$ cat config.mk
export PLATFORM = sky130hd
export DESIGN_NAME = mem_dma
export DESIGN_NICKNAME = d
export VERILOG_FILES = /design/src/rtl/mem_dma.sv
export SDC_FILE = /design/constraint.sdc
export NUM_CORES = 1
export LEC_CHECK = 0
export BUFFER_PORTS_ARGS = -buffer_cell sky130_fd_sc_hd__buf_2
export CAP_MARGIN = 10
export CORE_MARGIN = 2
export CORE_UTILIZATION = 55
export DETAILED_ROUTE_END_ITERATION = 6
export PLACE_DENSITY = 0.89
export SYNTH_ARGS = -nofsm -noshare
export SYNTH_HDL_FRONTEND = slang
export SYNTH_SLANG_ARGS = --single-unit
export TNS_END_PERCENT = 20
$ cat constraint.sdc
create_clock -name clk -period 2.93 [get_ports clk]
set_clock_uncertainty 0.15 [all_clocks]
set_input_delay 0.586 -clock clk [delete_from_list [all_inputs] [get_ports clk]]
set_output_delay 0.586 -clock clk [all_outputs]
set_load 0.02 [all_outputs]
$ cat src/rtl/mem_dma.sv
// Byte-wide block-transfer engine: copies a source range to a destination
// range, or fills a destination range with a constant, over a single-port memory.
module mem_dma #(
  parameter int unsigned addr_width = 16
) (
  input  logic                  clk,
  input  logic                  reset_n,
  input  logic                  start,
  input  logic                  mode,
  input  logic [addr_width-1:0] src,
  input  logic [addr_width-1:0] dst,
  input  logic [addr_width-1:0] len,
  input  logic [7:0]            fill_byte,
  output logic                  busy,
  output logic                  done,
  output logic [addr_width-1:0] count,
  output logic                  mem_read,
  output logic                  mem_write,
  output logic [addr_width-1:0] mem_addr,
  output logic [7:0]            mem_wdata,
  input  logic [7:0]            mem_rdata
);

  typedef enum logic [1:0] {
    S_IDLE,
    S_READ,
    S_WRITE,
    S_DONE
  } state_t;

  localparam logic [addr_width-1:0] ptr_one = addr_width'(1);

  state_t                state_q, state_d;
  logic                  mode_q, mode_d;
  logic [addr_width-1:0] src_ptr_q, src_ptr_d;
  logic [addr_width-1:0] dst_ptr_q, dst_ptr_d;
  logic [addr_width-1:0] rem_q, rem_d;
  logic [addr_width-1:0] count_q, count_d;
  logic [7:0]            data_q, data_d;

  // NOTE: every register takes <= so all flops update together from the
  // pre-edge values; the asynchronous reset clears the whole datapath too.
  always_ff @(posedge clk or negedge reset_n) begin
    if (!reset_n) begin
      state_q   <= S_IDLE;
      mode_q    <= 1'b0;
      src_ptr_q <= '0;
      dst_ptr_q <= '0;
      rem_q     <= '0;
      count_q   <= '0;
      data_q    <= '0;
    end else begin
      state_q   <= state_d;
      mode_q    <= mode_d;
      src_ptr_q <= src_ptr_d;
      dst_ptr_q <= dst_ptr_d;
      rem_q     <= rem_d;
      count_q   <= count_d;
      data_q    <= data_d;
    end
  end

  // NOTE: each _d starts as a copy of its _q, so no path through the case
  // leaves a variable unassigned and no latch is inferred.
  always_comb begin
    state_d   = state_q;
    mode_d    = mode_q;
    src_ptr_d = src_ptr_q;
    dst_ptr_d = dst_ptr_q;
    rem_d     = rem_q;
    count_d   = count_q;
    data_d    = data_q;

    unique case (state_q)
      S_IDLE: begin
        if (start) begin
          mode_d    = mode;
          src_ptr_d = src;
          dst_ptr_d = dst;
          rem_d     = len;
          count_d   = '0;
          if (mode) data_d = fill_byte;
          if (len == '0)  state_d = S_DONE;
          else if (mode)  state_d = S_WRITE;
          else            state_d = S_READ;
        end
      end
      S_READ: begin
        data_d    = mem_rdata;
        src_ptr_d = src_ptr_q + ptr_one;
        state_d   = S_WRITE;
      end
      S_WRITE: begin
        dst_ptr_d = dst_ptr_q + ptr_one;
        count_d   = count_q + ptr_one;
        rem_d     = rem_q - ptr_one;
        // Each read follows the previous write, so overlapping copies replicate.
        if (rem_q == ptr_one) state_d = S_DONE;
        else if (mode_q)      state_d = S_WRITE;
        else                  state_d = S_READ;
      end
      S_DONE: begin
        state_d = S_IDLE;
      end
      default: begin
        state_d = S_IDLE;
      end
    endcase
  end

  // Memory-side outputs decode only from registered state and pointers.
  always_comb begin
    busy      = 1'b0;
    done      = 1'b0;
    mem_read  = 1'b0;
    mem_write = 1'b0;
    mem_addr  = '0;
    mem_wdata = '0;
    unique case (state_q)
      S_IDLE: ;
      S_READ: begin
        busy     = 1'b1;
        mem_read = 1'b1;
        mem_addr = src_ptr_q;
      end
      S_WRITE: begin
        busy      = 1'b1;
        mem_write = 1'b1;
        mem_addr  = dst_ptr_q;
        mem_wdata = data_q;
      end
      S_DONE: begin
        busy = 1'b1;
        done = 1'b1;
      end
      default: ;
    endcase
  end

  assign count = count_q;

endmodule

# After elaboration in Yosys (flattened, before gate mapping)
# Index checks and enable logic that the tools add are counted.
# W data, S select, Z words.
# word_totals
ff_bits	75
inputBits	68
output_inout_bits	44
# op_classes
add_sub_neg	4
n_eq_ne	6
muxes	23
reduce_logical	9
# op_table
op	n
$pmux W16 S2	5
$mux W16	4
$add A16 B1 Y16 const B	3
$mux W8	3
$eq A16 B1 Y1 const B	1
$logic_not A16 Y1	1
$pmux W8 S2	1
$sub A16 B1 Y16 const B	1
$mux W2	5
$pmux W2 S4	1
$reduce_and A2 Y1	3
$eq A2 B2 Y1 const B	2
$mux W1	4
$ne A2 B2 Y1 const B	2
$reduce_bool A2 Y1	2
$reduce_and A3 Y1	1
$reduce_or A3 Y1	1
$eq A2 B1 Y1 const B	1
$logic_not A2 Y1	1

# Logic depth before layout (Yosys ltp)
# Gate-level depths: netlist of the first run.
# depth
ltp_word	4
depth_mapped	9
ltp_nobuf	6

# Least setup slack after synthesis of the first run
# No wires, ideal clock.
# synth_path
path_kind	register to output
start	register state_q[1]
end	output port mem_addr[0]
arrival_time_ns	2.292
setup_slack_ns	-0.098
stages_incl_launch_ff	8
path_buffers	3
cell_sequence	dfrtp_1 -> inv_1 -> ha_1 -> clkbuf_1 -> clkbuf_1 -> buf_1 -> nand2_1 -> a21boi_0
# synth_via
elab_chain_len	2
# synth_lines
element	line_no	rtl
start: declaration	33	state_t state_q, state_d;
start signal: assignment	53	state_q <= state_d;
$eq A2 B2 Y1 / $eq A2 B1 Y1 (equally long branches)	119	unique case (state_q)
$pmux W16 S2 (*)	119	
end: declaration	19	output logic [addr_width-1:0] mem_addr,
# Mark *: on every way between the ends. The rest lies on a longest branch, timed or not.

# Worst setup path after layout of the first run
# layout_path
start	register state_q[0]
end	output port mem_addr[9]
# The elaborated chain is that of the path after synthesis.

==> results of run 1 <==
-- cells in the final DEF, fill, tap and decap left out, types with 3 or more instances in the layout --
master,n
a22oi_1,15
a2bb2oi_1,3
mux2_2,3
or3_1,3
nor3_1,17
a21oi_1,36
buf_4,16
o211ai_1,7
nand2_1,60
nor4_1,15
a31o_2,5
and2_1,8
nand3_1,29
a211oi_1,3
nand4_1,15
inv_1,21
a211o_1,3
nor3b_1,3
o21ai_0,36
ha_1,9
dfrtp_1,75
buf_2,111
o22a_1,5
nor2b_1,15
a21boi_0,3
o22ai_1,30
nor2_1,25
a31oi_1,12
xnor2_1,3
nand2b_1,7
o2bb2ai_1,3
and3_1,8
or4_1,6
clkbuf_8,11
mux2i_1,25
-- final cells by class --
cell class / instances / share of cell area (%)
multi-input combinational: 449 / 48.3
inverter: 21 / 1.34
sequential: 75 / 32.0
clock inverter: 4 / 1.24
tap: 108 / 2.30
clock buffer: 12 / 2.65
timing repair buffer: 129 / 12.2
-- kinds of logic (layout without fill, tap and decap cells) --
kind of cell             count (synthesis)  in the layout
AND/OR/NAND/NOR                        227            227
XOR/XNOR                                 3              3
buffers and inverters                   63            166
multiplexers                            29             29
adder cells (fa/ha/maj)                 10             10
AO/OA/AOI/OAI                          180            180
flip-flops                              75             75
-- report_power, final --
part           switching, mW  internal [mW]  leakage (nW)
Sequential             0.660           1.46         0.903
Clock                  0.401          0.526         0.113
Combinational           1.92           1.30          1.60
Total                   2.98           3.29          2.62
-- per-stage QoR --
| stage | power, mW | setup TNS, ps | hold slack (ps) | utilization (%) | area (sq um) |
|---|---|---|---|---|---|
| after floorplan | 4.32 | -42.9 | 140 | - | 4950 |
| after global placement | 5.09 | 0 | 304 | 64.6 | 5630 |
| after detailed placement | 5.27 | 0 | 315 | 64.6 | 5630 |
| after CTS | 6.20 | 0 | 111 | 67.2 | 5860 |
| after global routing | 6.72 | 0 | 140 | 67.3 | 5870 |
| final | 6.27 | 0 | 91.5 | 67.3 | 5870 |
-- layer usage --
layer	vias up	wire (microns)
met5	-	0
met4	0	383
li1	2410	-
met1	2458	5850
met2	303	6740
met3	35	1080
-- path summary, 6_finish.rpt --
check                                             to  slack, ps  cells after the start
setup / recovery                         mem_addr[9]        160                      6
hold / removal                  rem_q[5]$_DFFE_PN0P_         90                      1
setup reg to reg           src_ptr_q[10]$_DFFE_PN0P_        420                      7
hold reg to reg                data_q[0]$_DFFE_PN0P_        330                      2
max in group asynchronous       count[9]$_DFFE_PN0P_       1850                      2
min in group clk            dst_ptr_q[4]$_DFFE_PN0P_        310                      3
-- worst register-to-register path: stages, from the launching register on --
cell and delay, ps:
dfrtp_1 420, inv_1 120, ha_1 190, buf_4 340, mux2_2 430, nand2_1 250, o311a_1 190, a311o_1 320
-- sequential cells by signal, summed over array words and instances, names as in the netlist --
signal,cells
state_q,2
rem_q,16
mode_q,1
src_ptr_q,16
count,16
dst_ptr_q,16
data_q,8
==> results.cfg, run 1 <==
[yosys]
yosysTopAreaCellShare_pct = 37.9
synth_mux_area_share_pct = 5.94
synth_top_family_by_area = simple AND/OR/NAND/NOR gates
synth_flop_cell = dfrtp_1
synthTopCellsByArea = dfrtp_1 38%, mux2i_1 5.3%, nand2_1 4.6%, o22ai_1 3.8%, a21oi_1 3.6%
synthAdderAreaFrac_pct = 2.53
synth-simple-area-share_pct = 24.5
synthesis.area_sq_um = 4950
synth_cells = 587
netlist_top_cells_count = 75 x dfrtp_1, 60 x nand2_1, 36 x a21oi_1, 36 x o21ai_0, 30 x o22ai_1
seq_area_frac_synth_pct = 37.9
synth-edff-count = 0
synth_cell_type_count = 62
synth_compound_area_share_pct = 23.5
synth.most_common_cell = dfrtp_1
synth_xor_area_share_pct = 0.531
yosys_register_bits = 75
synthArstFlopShare_pct = 100
ys_warn_count = 0
syn_nets = 665
synth.largest_area_cell = dfrtp_1
synth.avg_cell_area_sq_um = 8.43

[global_routing]
grt_usage_pct = 28.7
met3_usage_pct = 4.40
grt_max_degree = 70
grt_pass1_vias = 4935
antenna_found_initial = 0
met2_usage_pct = 46.7
busiest_layer = met2
overflow = 0
use_met1_pct = 38.1
grt_pass1_wl_mm = 23.2

[critical_path]
critPathArrivalTime_ps = 2040
path_cells = inv_1, ha_2, buf_12, nand2_1, a21boi_0, buf_2
cp_num_buf_inv = 3
path_max_fanout = 69
cp_slowest_stage_delay_ps = 420
critPathTopFamily = buffers and inverters
startpoint = state_q[0]$_DFFE_PN0P_
r2r-start = state_q[1]$_DFFE_PN0P_
end_kind = output pin
critPathLaunchType = register
crit_type = register to output pin
timing.critical_path.slowest_stage_cell = dfrtp_1
crit_required_ps = 2190

[routing]
vias = 5206
detail_route.first_pass.iterations = 5
avgRoutedWirePerCell_microns = 17.6
ant_nets = 0
drcViolationCount = 0
viasPerCell = 6.52
drt_first_iter_violations = 544
drt_wl_total_mm = 14.1

[run]
drv_cap = 0

[finish]
final.fill_count = 696
n_antenna_cell = 0
layoutNonFillerInstCount = 798
drive_gt1_share_pct = 23.6
syn_to_final_growth_pct = 18.5
final_nets = 763
ff_latch_area_sq_um = 1880
multiInputGateArea_sq_um = 2830

[place]
portBuffers = 111
dp_hpwl_mm = 9.98
pre_cts_ws_ps = 338
dp_cells = 781
place.gp.congestion = 0.866

[cts]
clk_latency_ps = 360
clockBufferDepth = 2
cts_max_level = 3
cts_hold_buffers = 0
cts_made_buffers = 9
clockRootBuffer = clkbuf_8
cts_tree = yes
ctsResizeCount = 0
path_clk_slew_ps = 90
cts_sinks = 75
post_cts_buffers = 0

[floorplan]
die_area_sq_um = 9770
die_h_microns = 98.9
rows = 34
pin_count = 112
die_x_microns = 98.9
core_region_area_sq_um = 8720
start_util_pct = 56.8

[sta]
worst_slew_pin_slew_ps = 941
drv_slew = 0
setup_violations = 0
rsz0062_at_grt = no
finalHoldViolations = 0
period_share_pct = 94.6
fmax_mhz = 361
fin_crit_ps = 2770
relSlewSlack_pct = 36.7
setup_slack_ps = 157

[run_status]
run_status = complete, no violations

[pwr]
ir_drop_mv = 0.559
power_density_nw_per_um2 = 1070
cellLeakagePower_nw = 2.62

[hold_path]
hold_path_class = input pin to async pin
Power figures use the tool's default switching activity.
==> run 2, diff against run 1 <==
Settings changed: GPL_TIMING_DRIVEN set to 0, PLACE_DENSITY 0.89 to 0.78.
==> run 2 against run 1 <==
Worst setup slack worse by 120 ps; global-route usage rose by 2.0 points; first-iteration DRC count increased by 2.9%; count of clock-buffer cells in the layout rose by 1; non-clock buffer count grew 23; critical path type unchanged; highest routed layer unchanged.
==> results.cfg, run 2 (synthesized netlist as in run 1, its figures left out) <==
[global_routing]
antenna_found_initial = 0
grt_usage_pct = 30.7
overflow = 0
grt_max_degree = 42
grt_pass1_vias = 4853
grt_pass1_wl_mm = 24.2

[sta]
fmax_mhz = 346
period_share_pct = 98.6
setup_slack_ps = 41.9
fin_setup_tns_ps = 0
finalHoldViolations = 0
rsz0062_at_grt = yes
relSlewSlack_pct = 39.4
worst_slew_pin_slew_ps = 901
setup_violations = 0
fin_crit_ps = 2890
drv_slew = 0

[run]
drv_cap = 0

[critical_path]
end_kind = output pin
path_max_fanout = 10
crit_required_ps = 2190
critPathLaunchType = register
crit_type = register to output pin
critPathArrivalTime_ps = 2150
rrSetupSlack_ps = 180

[routing]
drt_wl_total_mm = 14.9
viasPerCell = 6.38
detail_route.first_pass.iterations = 5
drcViolationCount = 0
ant_nets = 0
avgRoutedWirePerCell_microns = 18.1
vias = 5236
drt_first_iter_violations = 560

[floorplan]
die_h_microns = 98.9
die_area_sq_um = 9770
pin_count = 112
die_x_microns = 98.9
core_region_area_sq_um = 8720
start_util_pct = 56.8
rows = 34

[cts]
cts_hold_buffers = 0
path_clk_slew_ps = 80
ctsResizeCount = 20
clockRootBuffer = clkbuf_8
cts_max_level = 3
clk_latency_ps = 360
post_cts_buffers = 0
cts_tree = yes
cts_made_buffers = 9
clockBufferDepth = 2
cts_sinks = 75

[pwr]
cellLeakagePower_nw = 2.64
power_switching_mw = 3.11
ir_drop_mv = 0.641
pwr-share-seq_pct = 30.7
intPower_mw = 3.38
power_density_nw_per_um2 = 1090
p_sw_share_pct = 48.0
p_comb_share_pct = 54.3
clkPwrFrac_pct = 15.1

[finish]
n_antenna_cell = 0
syn_to_final_growth_pct = 20.4
final_nets = 786
final_common_cell = buf_2
drive_gt1_share_pct = 23.1
layout_common_cells = 114 x buf_2, 75 x dfrtp_1, 60 x nand2_1, 36 x a21oi_1, 36 x o21ai_0
final.fill_count = 738

[hold_path]
hold_path_class = input pin to async pin

[place]
place.gp.congestion = 0.911
pre_cts_ws_ps = -418
portBuffers = 110
dp_hpwl_mm = 10.8

[run_status]
run_status = complete, no violations
[run 2: cell types whose count changed in the layout (fill, tap and decap cells not counted), moves of 2 or more]
cell / before / now
buf_2: 111 / 114
a21boi_1: 1 / 3
clkbuf_2: 0 / 3
buf_4: 16 / 6
clkbuf_1: 1 / 21
a21boi_0: 3 / 1
clkbuf_8: 11 / 14
buf_1: 0 / 4
[run 2: through the flow]
| step | power, mW | instance area (sq um) | instances | hold WS, ps | util (%) |
|---|---|---|---|---|---|
| detailed placement | 5.35 | 5660 | 806 | 314 | 64.9 |
| finish | 6.49 | 5960 | 821 | 31.9 | 68.4 |
| CTS | 6.39 | 5950 | 821 | 50.6 | 68.2 |
| global placement | 5.22 | 5640 | 805 | 305 | 64.6 |
| global route | 6.94 | 5960 | 821 | 52.3 | 68.4 |
| floorplan | 4.32 | 4950 | 587 | 140 | - |
[run 2: layout make-up]
class	instances	area, sq um	area share, %
Clock buffer	13	179	3.00
Inverter	21	78.8	1.32
Clock inverter	3	67.6	1.13
Timing Repair Buffer	111	576	9.66
Sequential cell	75	1880	31.5
Tap cell	108	135	2.27
Buffer	41	201	3.38
Multi-Input combinational cell	449	2850	47.8
[run 2: power groups by stage]
stage | logic (mW) | registers [mW] | clock network (mW)
global placement | 3.28 | 1.94 | 0
CTS | 3.46 | 1.96 | 0.979
global route | 3.86 | 2.04 | 1.03
detailed placement | 3.38 | 1.97 | 0
floorplan | 2.46 | 1.86 | 0
finish | 3.52 | 1.99 | 0.978
[run 2: path summary, 6_finish.rpt]
kind / startpoint / to / cells past startpoint
min reg2reg: data_q[6]$_DFFE_PN0P_ / data_q[6]$_DFFE_PN0P_ / 2
min: reset_n / count[11]$_DFFE_PN0P_ / 1
max in group asynchronous: reset_n / src_ptr_q[10]$_DFFE_PN0P_ / 2
max reg2reg: state_q[1]$_DFFE_PN0P_ / count[8]$_DFFE_PN0P_ / 8
max: state_q[0]$_DFFE_PN0P_ / mem_wdata[7] / 7
min in group clk: dst[4] / dst_ptr_q[4]$_DFFE_PN0P_ / 3
[run 2: layer usage]
metal	track usage, %	routed length, microns	share of wire (%)
met2	48.9	6900	46
met1	42.0	6270	42
met4	12.3	436	2.9
met3	4.89	1260	8.5
met5	0	0	0
[run 2: critical path: stages, from the launching register on]
cell and delay [ps]:
dfrtp_1 440, inv_2 120, ha_4 200, buf_4 190
buf_2 240, clkbuf_2 280, and2_1 170, buf_2 160
